**src/rtl/conv_seq_ctrl.sv**
```systemverilog
// Phase sequencer between the APB register block and the convolution streaming datapath.
// Optional stall watchdog enabled by defining CONV_CTRL_TIMEOUT_EN (limit set by TIMEOUT_CYC).
module conv_seq_ctrl #(
    parameter int CNT_W = 22
`ifdef CONV_CTRL_TIMEOUT_EN
    , parameter int TIMEOUT_CYC = 4096
`endif
) (
    input  logic       clk,
    input  logic       rstn,
    input  logic       conv_start,
    input  logic [2:0] COMMAND,
    input  logic [8:0] InCh,
    input  logic [8:0] OutCh,
    input  logic [5:0] FLength,
    output logic       rx_en,
    input  logic       rx_fire,
    output logic       tx_en,
    input  logic       tx_fire,
    output logic       tx_last,
    output logic [1:0] buf_sel,
    output logic       compute_start,
    input  logic       compute_done,
    output logic       F_writedone,
    output logic       B_writedone,
    output logic       rdy_to_transmit,
    output logic       transmit_done,
    input  logic       F_writedone_respond,
    input  logic       B_writedone_respond,
    input  logic       rdy_to_transmit_respond,
    input  logic       transmit_done_respond,
    output logic       conv_done,
    output logic       busy,
    output logic       err
);

    typedef enum logic [2:0] {IDLE, CALC, RX, COMP, TX, HS} state_t;

    state_t           state;
    logic [2:0]       cmd_q;
    logic [8:0]       inch_q;
    logic [8:0]       outch_q;
    logic [5:0]       flen_q;
    logic [CNT_W-1:0] beats;
    logic [CNT_W-1:0] count;
    logic             conv_start_d;

    logic             start_edge;
    logic             last_beat;
    logic             hs_respond;
    logic [23:0]      bytes_calc;
    logic [CNT_W-1:0] beats_calc;

    assign start_edge = conv_start & ~conv_start_d;
    assign last_beat  = (count == beats - CNT_W'(1));
    assign tx_last    = tx_en & last_beat;

    // Transfer size in bytes for the latched command, rounded up to 32-bit beats
    always_comb begin
        bytes_calc = '0;
        case (cmd_q)
            3'd1:    bytes_calc = 24'(outch_q) * 24'(inch_q) * 24'd9;
            3'd2:    bytes_calc = 24'(outch_q);
            3'd3:    bytes_calc = 24'(inch_q) * 24'(flen_q) * 24'(flen_q);
            3'd4:    bytes_calc = 24'(outch_q) * 24'(flen_q) * 24'(flen_q);
            default: bytes_calc = '0;
        endcase
        beats_calc = CNT_W'((bytes_calc + 24'd3) >> 2);
    end

    always_comb begin
        hs_respond = 1'b0;
        case (cmd_q)
            3'd1:    hs_respond = F_writedone_respond;
            3'd2:    hs_respond = B_writedone_respond;
            3'd3:    hs_respond = rdy_to_transmit_respond;
            3'd4:    hs_respond = transmit_done_respond;
            default: hs_respond = 1'b0;
        endcase
    end

`ifdef CONV_CTRL_TIMEOUT_EN
    localparam int STALL_W = $clog2(TIMEOUT_CYC + 1);

    logic [STALL_W-1:0] stall_cnt;
    logic               stall_hit;
    logic               progress;

    assign stall_hit = (stall_cnt == STALL_W'(TIMEOUT_CYC - 1));
    assign progress  = ((state == RX) & rx_fire & rx_en) | ((state == TX) & tx_fire & tx_en)
                     | ((state == COMP) & compute_done);
`endif

    always_ff @(posedge clk) begin
        if (!rstn) begin
            state           <= IDLE;
            cmd_q           <= '0;
            inch_q          <= '0;
            outch_q         <= '0;
            flen_q          <= '0;
            beats           <= '0;
            count           <= '0;
            conv_start_d    <= 1'b0;
            rx_en           <= 1'b0;
            tx_en           <= 1'b0;
            buf_sel         <= '0;
            compute_start   <= 1'b0;
            F_writedone     <= 1'b0;
            B_writedone     <= 1'b0;
            rdy_to_transmit <= 1'b0;
            transmit_done   <= 1'b0;
            conv_done       <= 1'b0;
            busy            <= 1'b0;
            err             <= 1'b0;
`ifdef CONV_CTRL_TIMEOUT_EN
            stall_cnt       <= '0;
`endif
        end else begin
            conv_start_d  <= conv_start;
            compute_start <= 1'b0;
            conv_done     <= 1'b0;
            case (state)
                IDLE: begin
                    if (start_edge) begin
                        if (COMMAND >= 3'd5) begin
                            err <= 1'b1;
                        end else if (COMMAND != 3'd0) begin
                            cmd_q   <= COMMAND;
                            inch_q  <= InCh;
                            outch_q <= OutCh;
                            flen_q  <= FLength;
                            err     <= 1'b0;
                            busy    <= 1'b1;
                            state   <= CALC;
                        end
                    end
                end
                CALC: begin
                    beats <= beats_calc;
                    count <= '0;
                    if (beats_calc == '0) begin
                        err   <= 1'b1;
                        busy  <= 1'b0;
                        state <= IDLE;
                    end else if (cmd_q == 3'd4) begin
                        tx_en <= 1'b1;
                        state <= TX;
                    end else begin
                        rx_en   <= 1'b1;
                        buf_sel <= cmd_q[1:0] - 2'd1;
                        state   <= RX;
                    end
                end
                RX: begin
                    if (rx_fire && rx_en) begin
                        count <= count + CNT_W'(1);
                        if (last_beat) begin
                            rx_en <= 1'b0;
                            if (cmd_q == 3'd3) begin
                                compute_start <= 1'b1;
                                state         <= COMP;
                            end else begin
                                F_writedone <= (cmd_q == 3'd1);
                                B_writedone <= (cmd_q == 3'd2);
                                state       <= HS;
                            end
                        end
                    end
                end
                COMP: begin
                    if (compute_done) begin
                        rdy_to_transmit <= 1'b1;
                        state           <= HS;
                    end
                end
                TX: begin
                    if (tx_fire && tx_en) begin
                        count <= count + CNT_W'(1);
                        if (last_beat) begin
                            tx_en         <= 1'b0;
                            transmit_done <= 1'b1;
                            state         <= HS;
                        end
                    end
                end
                HS: begin
                    if (hs_respond) begin
                        F_writedone     <= 1'b0;
                        B_writedone     <= 1'b0;
                        rdy_to_transmit <= 1'b0;
                        transmit_done   <= 1'b0;
                        conv_done       <= 1'b1;
                        busy            <= 1'b0;
                        state           <= IDLE;
                    end
                end
                default: state <= IDLE;
            endcase
`ifdef CONV_CTRL_TIMEOUT_EN
            // Watchdog abort overrides whatever the phase logic decided this cycle
            if (state == RX || state == TX || state == COMP) begin
                if (progress) begin
                    stall_cnt <= '0;
                end else if (stall_hit) begin
                    stall_cnt     <= '0;
                    err           <= 1'b1;
                    rx_en         <= 1'b0;
                    tx_en         <= 1'b0;
                    compute_start <= 1'b0;
                    busy          <= 1'b0;
                    state         <= IDLE;
                end else begin
                    stall_cnt <= stall_cnt + STALL_W'(1);
                end
            end else begin
                stall_cnt <= '0;
            end
`endif
        end
    end

endmodule

```
**config.mk**
```make
export PLATFORM = sky130hd
export DESIGN_NAME = conv_seq_ctrl
export DESIGN_NICKNAME = d
export VERILOG_FILES = /design/src/rtl/conv_seq_ctrl.sv
export SDC_FILE = /design/constraint.sdc
export NUM_CORES = 1
export LEC_CHECK = 0
export BUFFER_PORTS_ARGS = -buffer_cell sky130_fd_sc_hd__buf_4
export CORE_ASPECT_RATIO = 0.5
export CORE_UTILIZATION = 40
export DETAILED_ROUTE_END_ITERATION = 10
export SYNTH_ARGS = -nofsm -noshare
export SYNTH_HDL_FRONTEND = slang
export SYNTH_SLANG_ARGS = --single-unit
export TNS_END_PERCENT = 30
```
**constraint.sdc**
```tcl
create_clock -name clk -period 9.68 [get_ports clk]
set_input_delay 0 -clock clk [delete_from_list [all_inputs] [get_ports clk]]
set_output_delay 0 -clock clk [all_outputs]
set_load 0.05 [all_outputs]
```
**Word-level counts from Yosys, hierarchy flattened**

Index checks and enable logic that the tools add are counted.

- Add/sub/neg operators: 4
- Multipliers: 6
- Order comparisons: 1
- Eq/ne operators: 25
- Multiplexer cells: 53
- Bitwise logic cells: 6
- Reduce and logical (&&, ||, !) cells: 26

Operators by type and width:

| cell | number |
|---|---|
| $pmux 22 s4 | 1 |
| $pmux 22 s3 | 1 |
| $mux 22 | 2 |
| $mul 15x6->21 | 2 |
| $mux 3 | 12 |
| $mul 9x6->15 | 2 |
| $ne 2x2->1 const B | 14 |
| $mux 1 | 27 |
| $add 24x2->24 const B | 1 |
| $add 22x1->22 const B | 1 |
| $eq 22x22->1 | 1 |
| $logic_not 22->1 | 1 |
| $mul 18x4->22 const B | 1 |
| $sub 22x1->22 const B | 1 |
| $mul 9x9->18 | 1 |
| $pmux 3 s6 | 1 |
| $reduce_and 4->1 | 4 |
| $reduce_and 5->1 | 3 |
| $pmux 1 s2 | 7 |
| $eq 3x2->1 const B | 4 |
| $reduce_bool 2->1 | 6 |
| $eq 3x3->1 const B | 3 |
| $reduce_and 3->1 | 3 |
| $reduce_and 9->1 | 1 |
| other kinds (13) | 21 |

- Flip-flop bits (word level): 87
- Input bits: 37
- Output and inout bits: 13
- Word-level logic and storage cells: 140

**Depth between registers and ports, before layout**

- Depth in word-level cells: 7
- Depth in mapped cells: 39
- Depth with buffers taken out: 36

**Least setup slack after synthesis**

OpenSTA, ideal clock, no wires.

- Path type: flip-flop to flip-flop
- Start point: register inch_q[0]
- End point: register state[1]
- Arrival: 8,712 ps
- Path slack: 848 ps
- Cell stages (with the launch flop): 37
- Cell sequence: dfxtp_1 clkbuf_1 clkbuf_1 nand2_1 fa_1 fa_1 fa_1 inv_1 ha_1 nor2b_1 o21ai_0 a21boi_0 o21ai_0 a21boi_0 o21a_1 o21ai_0 nand2b_1 a21oi_1 xnor2_1 nand2_1 fa_1 inv_1 fa_1 inv_1 fa_1 inv_1 ha_1 and4_1 a221o_2 a311oi_1 nor2_1 a211o_1 nor3_2 nand4_2 o41ai_4 nor2_1 o31a_1

- Word-level cells in the longest chain between the ends: 7
- Elaborated cells between the ends (all ways): 9
- Classes of those cells: add/sub (1); mul (4); mux (3); reduce/logical (1)

RTL lines:

| element | line | text |
|---|---|---|
| from (decl) | 41 | `logic [8:0] inch_q;` |
| from (signal assigned) | 129 | `inch_q <= InCh;` |
| $mul 9x9->18 / $mul 9x6->15 (equally long branches) | 62, 64 |  |
| $mul 18x4->22 / $mul 15x6->21 (equally long branches) | 62, 64 |  |
| $pmux 22 s4 (*) | 61 | `case (cmd_q)` |
| $add 24x2->24 (*) | 68 | `beats_calc = CNT_W'((bytes_calc + 24'd3) >> 2);` |
| $logic_not 22->1 (*) | 141 | `if (beats_calc == '0) begin` |
| $mux 3 (*) | 141 |  |
| $pmux 3 s6 (*) | 122 | `case (state)` |
| to (signal assigned) | 144 | `state <= IDLE;` |
| to (signal assigned) | 147 | `state <= TX;` |
| to (signal assigned) | 151 | `state <= RX;` |
| to (decl) | 39 | `state_t state;` |

Every way passes the cells marked *; elsewhere a longest branch is shown, timed or not.
A chain may end at the register's enable or synchronous reset.

**Worst setup path after layout**

- Start point: register outch_q[4]
- End point: register state[1]

- Word-level cells in the longest chain between the ends: 7
- Elaborated cells between the ends (all ways): 9
- Classes of those cells: add/sub (1); mul (4); mux (3); reduce/logical (1)

RTL lines:

| element | line | text |
|---|---|---|
| from (decl) | 42 | `logic [8:0] outch_q;` |
| from (signal assigned) | 130 | `outch_q <= OutCh;` |
| $mul 9x9->18 / $mul 9x6->15 (equally long branches) | 62, 65 |  |
| $mul 18x4->22 / $mul 15x6->21 (equally long branches) | 62, 65 |  |
| $pmux 22 s4 (*) | 61 |  |
| $add 24x2->24 (*) | 68 |  |
| $logic_not 22->1 (*) | 141 |  |
| $mux 3 (*) | 141 |  |
| $pmux 3 s6 (*) | 122 |  |

Marks and branches as above.

==> key figures <==
Outcome
  – Outcome: finished clean

Pwr
  – Maximum VDD drop: between 0.06 and 0.07 mV
  – PwrDens: 52.36 nW/um2
  – Leakage power: 9.244 nW

Worst setup path
  – Largest delay share family, worst path: adder cells
  – Worst path max stage delay: 0.64 ns
  – Critical-path maximum fanout: 10
  – Stages on the worst setup path: 34
  – Worst setup path startpoint: outch_q[4]$_SDFFE_PN0P_
  – Most Frequent Cell on Critical Path: fa_1
  – Worst r2r src: outch_q[4]$_SDFFE_PN0P_
  – Arr. time, crit path: approximately 9.4 ns
  – Crit end category: register
  – Reg2Reg Depth: 34
  – Crit path required time: around 10 ns
  – Worst Path Buf+Inv: 6
  – Crit start category: register
  – CP max stage cell: dfxtp_1
  – Setup Crit Path Kind: reg -> reg

Global route
  – First-pass GRT wire length: between 70000 and 80000 um
  – Largest net degree at the start of global routing: 70
  – Total GRT Usage: between 20% and 30%
  – Vias in the first global route: between 10000 and 15000
  – Initial antenna violation count: 0
  – Grt ovf: 0

Route
  – Vias: 14480
  – Drt pass-1 iters: 5
  – Wire per inst: roughly 17 um
  – Post-DR vias/cell: roughly 5.2
  – Detail Route Antenna Nets: 0
  – DRC: 0
  – Routed WL: around 48000 um
  – Initial drt markers: just under 900

Synthesis
  – Number of synthesized flops with an enable pin: 0
  – Ys flop type: dfxtp_1
  – Syn nets: between 2000 and 3000
  – Syn Area/Cell: 8.076 um2
  – Async SR Flop Fraction: 0%
  – Synth area leader: fa_1
  – Yosys warns: 0
  – Post-synthesis sequential area ratio: under 10%
  – Synth Register Bits: between 80 and 90
  – Synth top area cells: fa_1, ha_1, dfxtp_1, and2_1, inv_1
  – Post-synthesis cell area: 17440 um2
  – Synth cell types: 87
  – Gate Count Post-Synth: between 2000 and 2500
  – Share of the synthesized area in the top cell type: about a quarter

Clocking
  – Number of H-tree levels: 3
  – Worst-path clk slew: around 0.090 ns
  – TritonCTS clock tree: built
  – Clk_lat worst skew: around 0.38 ns
  – CTS root buffer: clkbuf_16
  – Clock sinks: 86
  – Clock Path Buffers: 2
  – CTS Buf Count: 9

Die
  – Num rows: between 50 and 60
  – IO Count: 50
  – Die area: ~44000 um2
  – Die H: ~150 um
  – Core Footprint: between 40000 and 50000 um2
  – Chip width: slightly below 300 um
  – Initial Utilization: just over 40%

Job
  – Max-cap violations: 0

Placed design
  – GP Congestion: 0.9135
  – IO Port Bufs: 49
  – HPWL after DPL: around 38000 um
  – Area after DPL: around 18000 um2

Min path
  – Hold path startpoint: FLength[3]
  – Hold Crit Class: in -> reg
  – WHS Path Cells: 3

Finish
  – # fillers: 4226
  – Seq. cell area: 1729 um2
  – Final instance area: between 15000 and 20000 um2
  – ANT cells: 0
  – Fraction of layout cells with a size suffix above 1: under 10%
  – Net count, final: around 2600
  – Commonest non-fill, non-tap cell in the layout: inv_1
  – Layout area overhead: 9.242%
  – Multi-input combinational cell area: around 14000 um2
  – Most frequent cells in the layout: inv_1, nand2_1, and2_1

STA
  – Slew Limit Fails: 0
  – Final hold violations: 0
  – Setup TNS: 0 ns
  – Final Skew: approximately 0.015 ns
  – RSZ-0062 raised after global routing: false
  – Worst Max-Slew Pin Slew: between 1 and 1.5 ns
  – Final worst-path cycle share: a little over nine tenths
  – Maximum clock frequency: ~110 MHz
  – Setup-failing EPs final: 0
  – Slew HR: around an eighth
  – Tmin final: 9.122 ns
[report_power, final]
| part | switching [mW] | internal [mW] | leakage, nW |
|---|---|---|---|
| sequential | 0.0187 | 0.363 | 0.699 |
| clock | 0.198 | 0.183 | 0.147 |
| combinational | 0.150 | 0.0849 | 8.40 |
| total | 0.367 | 0.631 | 9.24 |
[registers in the layout, summed over array words and instances (netlist names), 2 cells and up]
signal / cells
outch_q: 9
state: 3
flen_q: 6
buf_sel: 2
cmd_q: 3
count: 22
beats: 21
inch_q: 9
[area by class of cell]
type	count	share of cell area, %
inverter	302	5.951
clock inverter	7	0.3875
clock buffer	9	1.182
sequential	86	9.078
tap	577	3.790
multi-input combinational	1678	74.83
timing repair buffer	110	4.782
[cell usage after synthesis, types with 35 or more instances]
| library cell | number |
|---|---|
| a21boi_0 | 40 |
| a21oi_1 | 77 |
| and2_1 | 223 |
| clkbuf_1 | 84 |
| dfxtp_1 | 86 |
| fa_1 | 215 |
| ha_1 | 177 |
| inv_1 | 302 |
| nand2_1 | 284 |
| nand2b_1 | 35 |
| nand3_1 | 43 |
| nor2_1 | 94 |
| o21ai_0 | 62 |
| xnor2_1 | 63 |
| xor2_1 | 45 |
[stage by stage]
stage               power (mW)  instances  hold WS [ns]  utilization [%]  setup slack [ns]
floorplan               0.5238       2159        0.1217                -            0.8480
finish                  0.9973       2769      0.009577            44.81            0.5580
global placement        0.6127       2726        0.2114            43.38            0.4755
global route             1.044       2769      0.008829            44.81          0.008883
CTS                      1.003       2768      0.008339            44.69            0.3240
detailed placement      0.6133       2726        0.2190            43.38            0.3449
[worst min-delay path, delay by kind of cell]
family / cells / cell delay [ns]
compound gates: 1 / 0.17
simple gates: 1 / 0.05
buf+inv: 1 / 0.11
[timing repair]
| action | in CTS | in global routing |
|---|---|---|
| hold buffers | 26 | 0 |
| endpoints found under the hold margin | 26 | 0 |
| endpoints found under the setup margin | 0 | 13 |
| setup buffers | 0 | 1 |
| gates resized for setup | 0 | 14 |
[per-layer routing]
metal / wire (um) / track usage [%] / vias to the layer above
li1: - / - / 7076
met1: 23300 / 31.29 / 7017
met2: 20790 / 35.57 / 335
met3: 2888 / 4.065 / 47
met4: 806 / 4.588 / 0
met5: 0 / 0 / -
[path summary, 6_finish.rpt]
path	endpoint	slack, ns
worst max-delay path	state[1]$_SDFFE_PN0P_	0.56
worst max register to register	state[1]$_SDFFE_PN0P_	0.56
worst min-delay path	flen_q[3]$_SDFFE_PN0P_	0.01
worst min register to register	B_writedone$_SDFFE_PN0P_	0.46
[logic make-up after synthesis]
logic type	synth area share, %
simple gates	24.57
buf+inv	8.582
fa+ha+maj	37.39
compound gates	13.29
xor+xnor	5.425
flops	9.874
mux	0.8754
Note: power is estimated with default switching activity, not from simulation.
